`config.mk`:
```
export PLATFORM = sky130hd
export DESIGN_NAME = mmio_input_port
export DESIGN_NICKNAME = d
export VERILOG_FILES = /design/src/rtl/mmio_pkg.sv /design/src/rtl/sync_fifo.sv /design/src/rtl/mmio_input_port.sv
export SDC_FILE = /design/constraint.sdc
export NUM_CORES = 1
export LEC_CHECK = 0
export ABC_AREA = 1
export CAP_MARGIN = 20
export CORE_ASPECT_RATIO = 0.5
export CORE_MARGIN = 10
export CORE_UTILIZATION = 53
export DETAILED_ROUTE_END_ITERATION = 12
export GPL_ROUTABILITY_DRIVEN = 0
export PLACE_DENSITY = 0.79
export SLEW_MARGIN = 30
export SYNTH_ARGS = -nofsm -noshare
export SYNTH_HDL_FRONTEND = slang
export SYNTH_SLANG_ARGS = --single-unit
```
`constraint.sdc`:
```
create_clock -name clk -period 3.78 [get_ports clk]
set_input_delay 0.378 -clock clk [delete_from_list [all_inputs] [get_ports clk]]
set_output_delay 0.378 -clock clk [all_outputs]
set_load 0.01 [all_outputs]
```
`src/rtl/mmio_pkg.sv`:
```
// Shared constants and helpers for the memory-mapped input port.
// Holds the default load addresses, the status-word bit positions,
// the response register layout and a helper that packs the status word.
package mmio_pkg;

    localparam logic [31:0] DEFAULT_DATA_ADR   = 32'h8000_0068;
    localparam logic [31:0] DEFAULT_STATUS_ADR = 32'h8000_006C;

    localparam int STAT_UNDERFLOW = 31;
    localparam int STAT_FULL      = 5;
    localparam int STAT_EMPTY     = 4;

    typedef struct packed {
        logic        valid;
        logic [31:0] data;
    } rsp_t;

    // Only the low four bits of the occupancy fit below the flag bits;
    // a completely full 16-deep FIFO is identified by the full flag.
    function automatic logic [31:0] status_word(input logic       uf,
                                                input logic       full,
                                                input logic       empty,
                                                input logic [3:0] cnt);
        logic [31:0] w;
        w                 = '0;
        w[3:0]            = cnt;
        w[STAT_EMPTY]     = empty;
        w[STAT_FULL]      = full;
        w[STAT_UNDERFLOW] = uf;
        return w;
    endfunction

endpackage

```
`src/rtl/sync_fifo.sv`:
```
// Synchronous FIFO storage with wrapping read/write pointers.
// Ports:
//   clk, rst        clock, synchronous active-high reset
//   push, wdata     write one word (caller guarantees !full)
//   pop             drop the head word (caller guarantees !empty)
//   rdata           current head word (combinational from storage)
//   full, empty     occupancy flags
//   count           occupancy, 0..DEPTH
module sync_fifo #(
    parameter  int DEPTH = 4,
    parameter  int W     = 32,
    localparam int PW    = $clog2(DEPTH),
    localparam int CW    = PW + 1
) (
    input  logic          clk,
    input  logic          rst,
    input  logic          push,
    input  logic          pop,
    input  logic [W-1:0]  wdata,
    output logic [W-1:0]  rdata,
    output logic          full,
    output logic          empty,
    output logic [CW-1:0] count
);

    logic [W-1:0]  mem [DEPTH];
    logic [PW-1:0] wptr;
    logic [PW-1:0] rptr;

    // Storage carries no reset; validity is tracked by the pointers.
    always_ff @(posedge clk) begin
        if (push) mem[wptr] <= wdata;
    end

    // DEPTH is a power of two, so pointers wrap by natural overflow.
    always_ff @(posedge clk) begin
        if (rst) begin
            wptr  <= '0;
            rptr  <= '0;
            count <= '0;
        end else begin
            if (push) wptr <= wptr + 1'b1;
            if (pop)  rptr <= rptr + 1'b1;
            if (push && !pop)      count <= count + 1'b1;
            else if (pop && !push) count <= count - 1'b1;
        end
    end

    assign rdata = mem[rptr];
    assign full  = (count == CW'(DEPTH));
    assign empty = (count == '0);

endmodule

```
`src/rtl/mmio_input_port.sv`:
```
// Memory-mapped input port: a producer streams words into a FIFO and the
// CPU drains them with loads. A load to DATA_ADR pops one word; a load to
// STATUS_ADR returns {underflow, full, empty, count} and clears underflow.
// Responses appear one cycle after the load strobe.
// Ports:
//   clk, rst             clock, synchronous active-high reset
//   MemoryAdr, ren       CPU load address and strobe
//   rd_data, rd_valid    registered load response
//   in_data, in_valid    producer word and offer
//   in_ready             FIFO can take a word this cycle
//   fifo_count           current occupancy
module mmio_input_port
    import mmio_pkg::*;
#(
    parameter  int          DEPTH      = 4,
    parameter  logic [31:0] DATA_ADR   = DEFAULT_DATA_ADR,
    parameter  logic [31:0] STATUS_ADR = DEFAULT_STATUS_ADR,
    localparam int          CW         = $clog2(DEPTH) + 1
) (
    input  logic          clk,
    input  logic          rst,
    input  logic [31:0]   MemoryAdr,
    input  logic          ren,
    output logic [31:0]   rd_data,
    output logic          rd_valid,
    input  logic [31:0]   in_data,
    input  logic          in_valid,
    output logic          in_ready,
    output logic [CW-1:0] fifo_count
);

    logic        data_hit;
    logic        status_hit;
    logic        push;
    logic        pop;
    logic        full;
    logic        empty;
    logic [31:0] head;
    logic        underflow;
    rsp_t        rsp;

    assign data_hit   = ren && (MemoryAdr == DATA_ADR);
    assign status_hit = ren && (MemoryAdr == STATUS_ADR);

    // in_ready depends only on registered occupancy, so a pop in the same
    // cycle never opens the door for a push into a full FIFO.
    assign in_ready = !full;
    assign push     = in_valid && !full;
    // No bypass: a data read while empty is an underflow even if a word
    // is being pushed on the same edge.
    assign pop      = data_hit && !empty;

    sync_fifo #(
        .DEPTH (DEPTH),
        .W     (32)
    ) u_fifo (
        .clk   (clk),
        .rst   (rst),
        .push  (push),
        .pop   (pop),
        .wdata (in_data),
        .rdata (head),
        .full  (full),
        .empty (empty),
        .count (fifo_count)
    );

    always_ff @(posedge clk) begin
        if (rst) begin
            rsp       <= '0;
            underflow <= 1'b0;
        end else begin
            rsp.valid <= data_hit || status_hit;
            if (data_hit)
                rsp.data <= empty ? 32'h0 : head;
            else if (status_hit)
                rsp.data <= status_word(underflow, full, empty, 4'(fifo_count));
            else
                rsp.data <= 32'h0;

            if (data_hit && empty) underflow <= 1'b1;
            else if (status_hit)   underflow <= 1'b0;
        end
    end

    assign rd_data  = rsp.data;
    assign rd_valid = rsp.valid;

endmodule

```
Word level (Yosys, flattened, before mapping)
Memory sizes are Yosys's and may differ from the RTL's. A register that Yosys moved wholly into a read port is not among the register bits. Cells that the tools add are included.

Add/sub/neg operators: 4. Equal/unequal tests: 3. Multiplexer cells: 11. Reduce and logical (&&, ||, !) cells: 15.

Operators by type and width (count): $mux W32 (3); $eq A32 B32 Y1 const B (2); $logic_and A1 B1 Y1 (7); $mux W3 (2); $add A2 B1 Y2 const B (2); $logic_not A1 Y1 (4); $mux W1 (4); $mux W2 (2); $reduce_bool A2 Y1 (2); $add A3 B1 Y3 const B (1); $eq A3 B3 Y1 const B (1); $logic_not A3 Y1 (1); $sub A3 B1 Y3 const B (1); $logic_or A1 B1 Y1 (1).

Input port bits: 68. Logic and storage cells: 40. Output and inout port bits: 37. Register bits after elaboration: 41. Memories: 1. RAM bits: 128.

Memory list: u_fifo.mem (words 4, bits a word 32, rd ports 1, clocked after Yosys merged registers in 1, wr ports 1, RTL line sync_fifo.sv:26) `logic [W-1:0] mem [DEPTH];`.

Depth between registers and ports, before layout
Word-level depth: 7. Depth in mapped cells: 15. Depth with buffers taken out: 15.

By module
A second synthesis with hierarchy kept.

Cells, all modules: 546. Area, all modules: 6571.3 um2.

By module, submodules not included: sync_fifo (cells each 367, times used 1, seq. area each 4023.9 um2, area an instance 5222.5 um2); mmio_input_port (cells each 179, times used 1, seq. area each 680.7 um2, area an instance 1348.8 um2).

Least setup slack after synthesis
Ideal clock, no wire load.

Path type: reg-to-reg. From: register u_fifo.count[0]. To: memory u_fifo.mem[0][0], enable pin. Slack: 1.122 ns. Library setup time: 0.421 ns. Path buffers: 0. Data arrival time: 2.236 ns. Cell stages (with the launch flop): 5. Clock period less this slack: 2.658 ns. Data required time: 3.359 ns. Cell sequence: dfxtp_1 nor2_1 nand2_1 nand2_1 nor2_1.

Cells in the longest elaborated chain, start to end: 5.

Ends and longest elaborated chain: from (decl) (RTL line sync_fifo.sv:23) `output logic [CW-1:0] count`; from (signal assigned) (RTL line sync_fifo.sv:44) `if (push && !pop) count <= count + 1'b1;`; from (signal assigned) (RTL line sync_fifo.sv:45) `else if (pop && !push) count <= count - 1'b1;`; $eq A3 B3 Y1 (RTL line sync_fifo.sv:50) `assign full = (count == CW'(DEPTH));`; $logic_not A1 Y1; net in_ready (RTL line mmio_input_port.sv:28) `output logic in_ready,`; $logic_and A1 B1 Y1 (RTL line mmio_input_port.sv:48) `assign push = in_valid && !full;`; $mux W1 (RTL line sync_fifo.sv:32) `if (push) mem[wptr] <= wdata;`; $mux W1 (not written as such) (RTL line sync_fifo.sv:32); to (decl) (RTL line sync_fifo.sv:26).

The timed path passes the listed nets, and every way through them passes these cells.

Final worst setup path
From: register u_fifo.count[0]. To: register u_fifo.count[1].

Cells in the longest elaborated chain, start to end: 6. Elaborated cells on any way between the ends: 15. Classes of those cells: add/sub (2); eq/ne (1); mux (2); reduce/logical (10).

Ends and longest elaborated chain: $eq A3 B3 Y1 (*) (RTL line sync_fifo.sv:50); $logic_not A1 Y1 (*) (RTL line mmio_input_port.sv:48); $logic_and A1 B1 Y1 (*) (RTL line mmio_input_port.sv:48); net push (RTL line mmio_input_port.sv:34) `logic push;`; $logic_not A1 Y1 (RTL line sync_fifo.sv:45); $logic_and A1 B1 Y1 (RTL line sync_fifo.sv:45); $reduce_bool A2 Y1 (no source line).

Mark *: on every way through the listed nets, which the timed path passes. The rest lies on a longest branch. The select of a mux whose other input is x is not followed. A chain may end at the register's enable or synchronous reset.

==> summary.txt <==
Clock tree
  • Clock H-tree levels: 4
  • Hold Buf Count CTS: 0
  • CTS-repair resized insts: 0
  • Worst-Skew Late Latency: 0.42 ns
  • CTS tree: done
  • Root buf cell: clkbuf_16
  • Total CTS buffers: 17
  • Clock transition at the registers of the reported paths: 0.06 ns
  • # clock sinks: 171
  • Post-CTS Setup Inserts: 0
  • Clk buf depth: 2

Setup path
  • Maximum fanout along the worst path: 9
  • CP Capture Type: flop
  • Worst Setup Path Type: reg2reg
  • Critical path required time: 4.09 ns
  • CP startpoint kind: flop
  • WP data arrival: 2.56 ns

Logic synthesis
  • Adder-Cell Fraction of Synth Area: 1.27%
  • EDFF count, synth: 128
  • Avg Synthesized Cell Area: 12.2 um2
  • Ys async rst share: 0%
  • Post-synthesis mux area share: 0%
  • Synth area leader: edfxtp_1
  • Yosys top cell area share: 59.1%
  • Post-Synth Simple-Gate Area: 12.4%
  • Synth top area cells: edfxtp_1 (59%), dfxtp_1 (13%), nor2_1 (8.1%)
  • Synth Cell Area: 6510 um2
  • Seq/Total Area, Yosys: 72.3%
  • Compound-Gate Fraction of Synth Area: 10.5%
  • Seq cells post-synth: 171
  • Main combinational cell family by area after synthesis: simple AND/OR/NAND/NOR gates
  • Syn Nets: 609
  • Post-Synth XOR/XNOR Area: 0.269%
  • Cells after Synth: 535
  • Synthesis Warnings: 0
  • Main synth FF type: edfxtp_1
  • Synth unique cells: 26

Finish
  • ANT cells: 0
  • Final #Nets: 717
  • Layout Cells excl Fill: 821
  • Layout cells sized above 1: 12.0%
  • Commonest non-fill, non-tap cells in the layout: nor2_1 (137), edfxtp_1 (128), clkdlybuf4s50_1 (104), o21ai_0 (59), dfxtp_1 (42)
  • Syn-to-layout area delta: 29.0%
  • Most common cell after layout, fill and taps aside: nor2_1

Detailed routing
  • DR WL met3: 927 um
  • Via/cell ratio: 5.28
  • ANT nets after route: 0
  • Wire per inst: 17.7 um
  • Detailed Route Iter0 Violations: 351
  • DRT Pass-1 Iters: 4
  • Detailed-route DRC error count: 0
  • Met1 wire length: 6170 um
  • WL met2: 7150 um
  • Max Used Layer: met4
  • Via count: 4334
  • Routed WL: 14500 um

STA
  • Final Cycle Share: 59.4%
  • Final hold violations: 0
  • Fmax: 0.445 GHz
  • Post-layout minimum cycle time: 2.25 ns
  • TNS Setup: 0 ns
  • Slew Viols, Final: 0
  • Worst slew margin: 45.5%
  • Worst clock skew: 0.00985 ns
  • Worst Tran Pin Value: 0.815 ns
  • Final setup violating endpoints: 0
  • Setup ws final: 1.53 ns
  • RSZ-0062 raised after global routing: no

Pwr
  • Cell Int Power: 0.00316 W
  • Power Total: 0.00410 W
  • P_sw: 0.000936 W
  • Sequential share of power: 52.3%
  • Max rail drop VDD: 303 uV
  • Leakage: 2.93 nW
  • Pwr dens: 489 nW/um2
  • Switching portion of total power: 22.8%
  • Clock power frac: 40.3%
  • Combinational Power Share: 7.4%

Job
  • Max-capacitance violation count: 0

Global route
  • Initial antenna violation count: 0
  • First-pass GRT wire length: 22300 um
  • Remaining Overflow, GRT: 0
  • Vias in the first global route: 4351
  • All-layer global routing usage: 16.3%
  • Largest net degree at the start of global routing: 65

Floorplanning
  • # rows: 28
  • Die area: 17400 um2
  • Die Height: 98.4 um
  • Initial Utilization: 54.6%
  • Die W: 177 um
  • # IOs: 105
  • CORE AREA: 11900 um2

Place
  • IO buf count: 104
  • DP HPWL: 9000 um
  • DP Worst Slack: 1.26 ns
  • Placed cells: 788

Min path
  • Hold Path Class: reg2reg

Outcome
  • Status: finished clean
-- state kept, by name, indices dropped and copies added (netlist names), named ones only --
name,count
rd_data,32
rd_valid,1
u_fifo.count,3
u_fifo.mem,128
u_fifo.rptr,2
u_fifo.wptr,2
underflow,1
-- worst max-delay path, stage by stage (launching register included) --
cell and delay (ns):
dfxtp_1 0.38, nor2_1 0.22, nand2_1 0.10, nand2_1 0.40
inv_1 0.11, ha_1 0.21, inv_1 0.10, fa_1 0.41
o21ai_0 0.15, a21oi_1 0.06
-- metal layers --
metal | up-vias | track usage (%)
met5 | - | 0
met3 | 23 | 4.30
li1 | 2072 | -
met4 | 0 | 8.35
met1 | 2084 | 18.7
met2 | 155 | 27.8
-- Yosys cell counts, types with 2 or more instances --
library cell / instances
a21oi_1: 14
a21oi_2: 26
a32o_1: 4
buf_1: 5
buf_2: 9
buf_6: 3
clkbuf_1: 6
clkinv_1: 2
dfxtp_1: 43
edfxtp_1: 128
ha_1: 5
inv_1: 22
nand2_1: 40
nand3_1: 9
nand4_1: 3
nor2_1: 141
nor2_4: 3
o21ai_0: 59
o21ai_1: 2
o21ai_2: 4
xor2_1: 2
-- cell type report --
cell class / instances / area (um2)
sequential: 171 / 4710
fill: 793 / 3520
multi-input combinational: 316 / 1620
timing repair buffer: 112 / 1200
clock buffer: 17 / 425
tap: 165 / 206
clock inverter: 15 / 140
inverter: 25 / 95.1
-- path summary, 6_finish.rpt --
path | startpoint | to | slack, ns | cells after the start
worst max-delay path | u_fifo.count[0] | u_fifo.count[1] | 1.53 | 9
worst max register to register | u_fifo.count[0] | u_fifo.count[1] | 1.53 | 9
worst min-delay path | underflow | rd_data[31] | 0.50 | 2
worst min register to register | underflow | rd_data[31] | 0.50 | 2
-- power by group through the flow --
| stage | sequential, W | clock [W] | combinational [W] |
|---|---|---|---|
| finish | 0.00215 | 0.00165 | 0.000304 |
| CTS | 0.00215 | 0.00167 | 0.000303 |
| floorplan | 0.00218 | 0 | 0.000125 |
| detailed placement | 0.00218 | 0 | 0.000298 |
| global route | 0.00215 | 0.00174 | 0.000335 |
| global placement | 0.00218 | 0 | 0.000267 |
-- cells by family after synthesis --
family	Yosys count
adder cells (fa/ha/maj)	6
AO/OA/AOI/OAI	110
AND/OR/NAND/NOR	198
flip-flops	171
XOR/XNOR	2
buffers and inverters	48
-- stage by stage --
stage               hold slack [ns]  cell area, um2  util [%]
floorplan                     0.454            6510         -
global placement              0.485            7690      64.6
detailed placement            0.494            7800      65.5
CTS                           0.504            8370      70.2
global route                  0.524            8390      70.5
finish                        0.501            8390      70.5
Note: power is estimated with default switching activity, not from simulation.
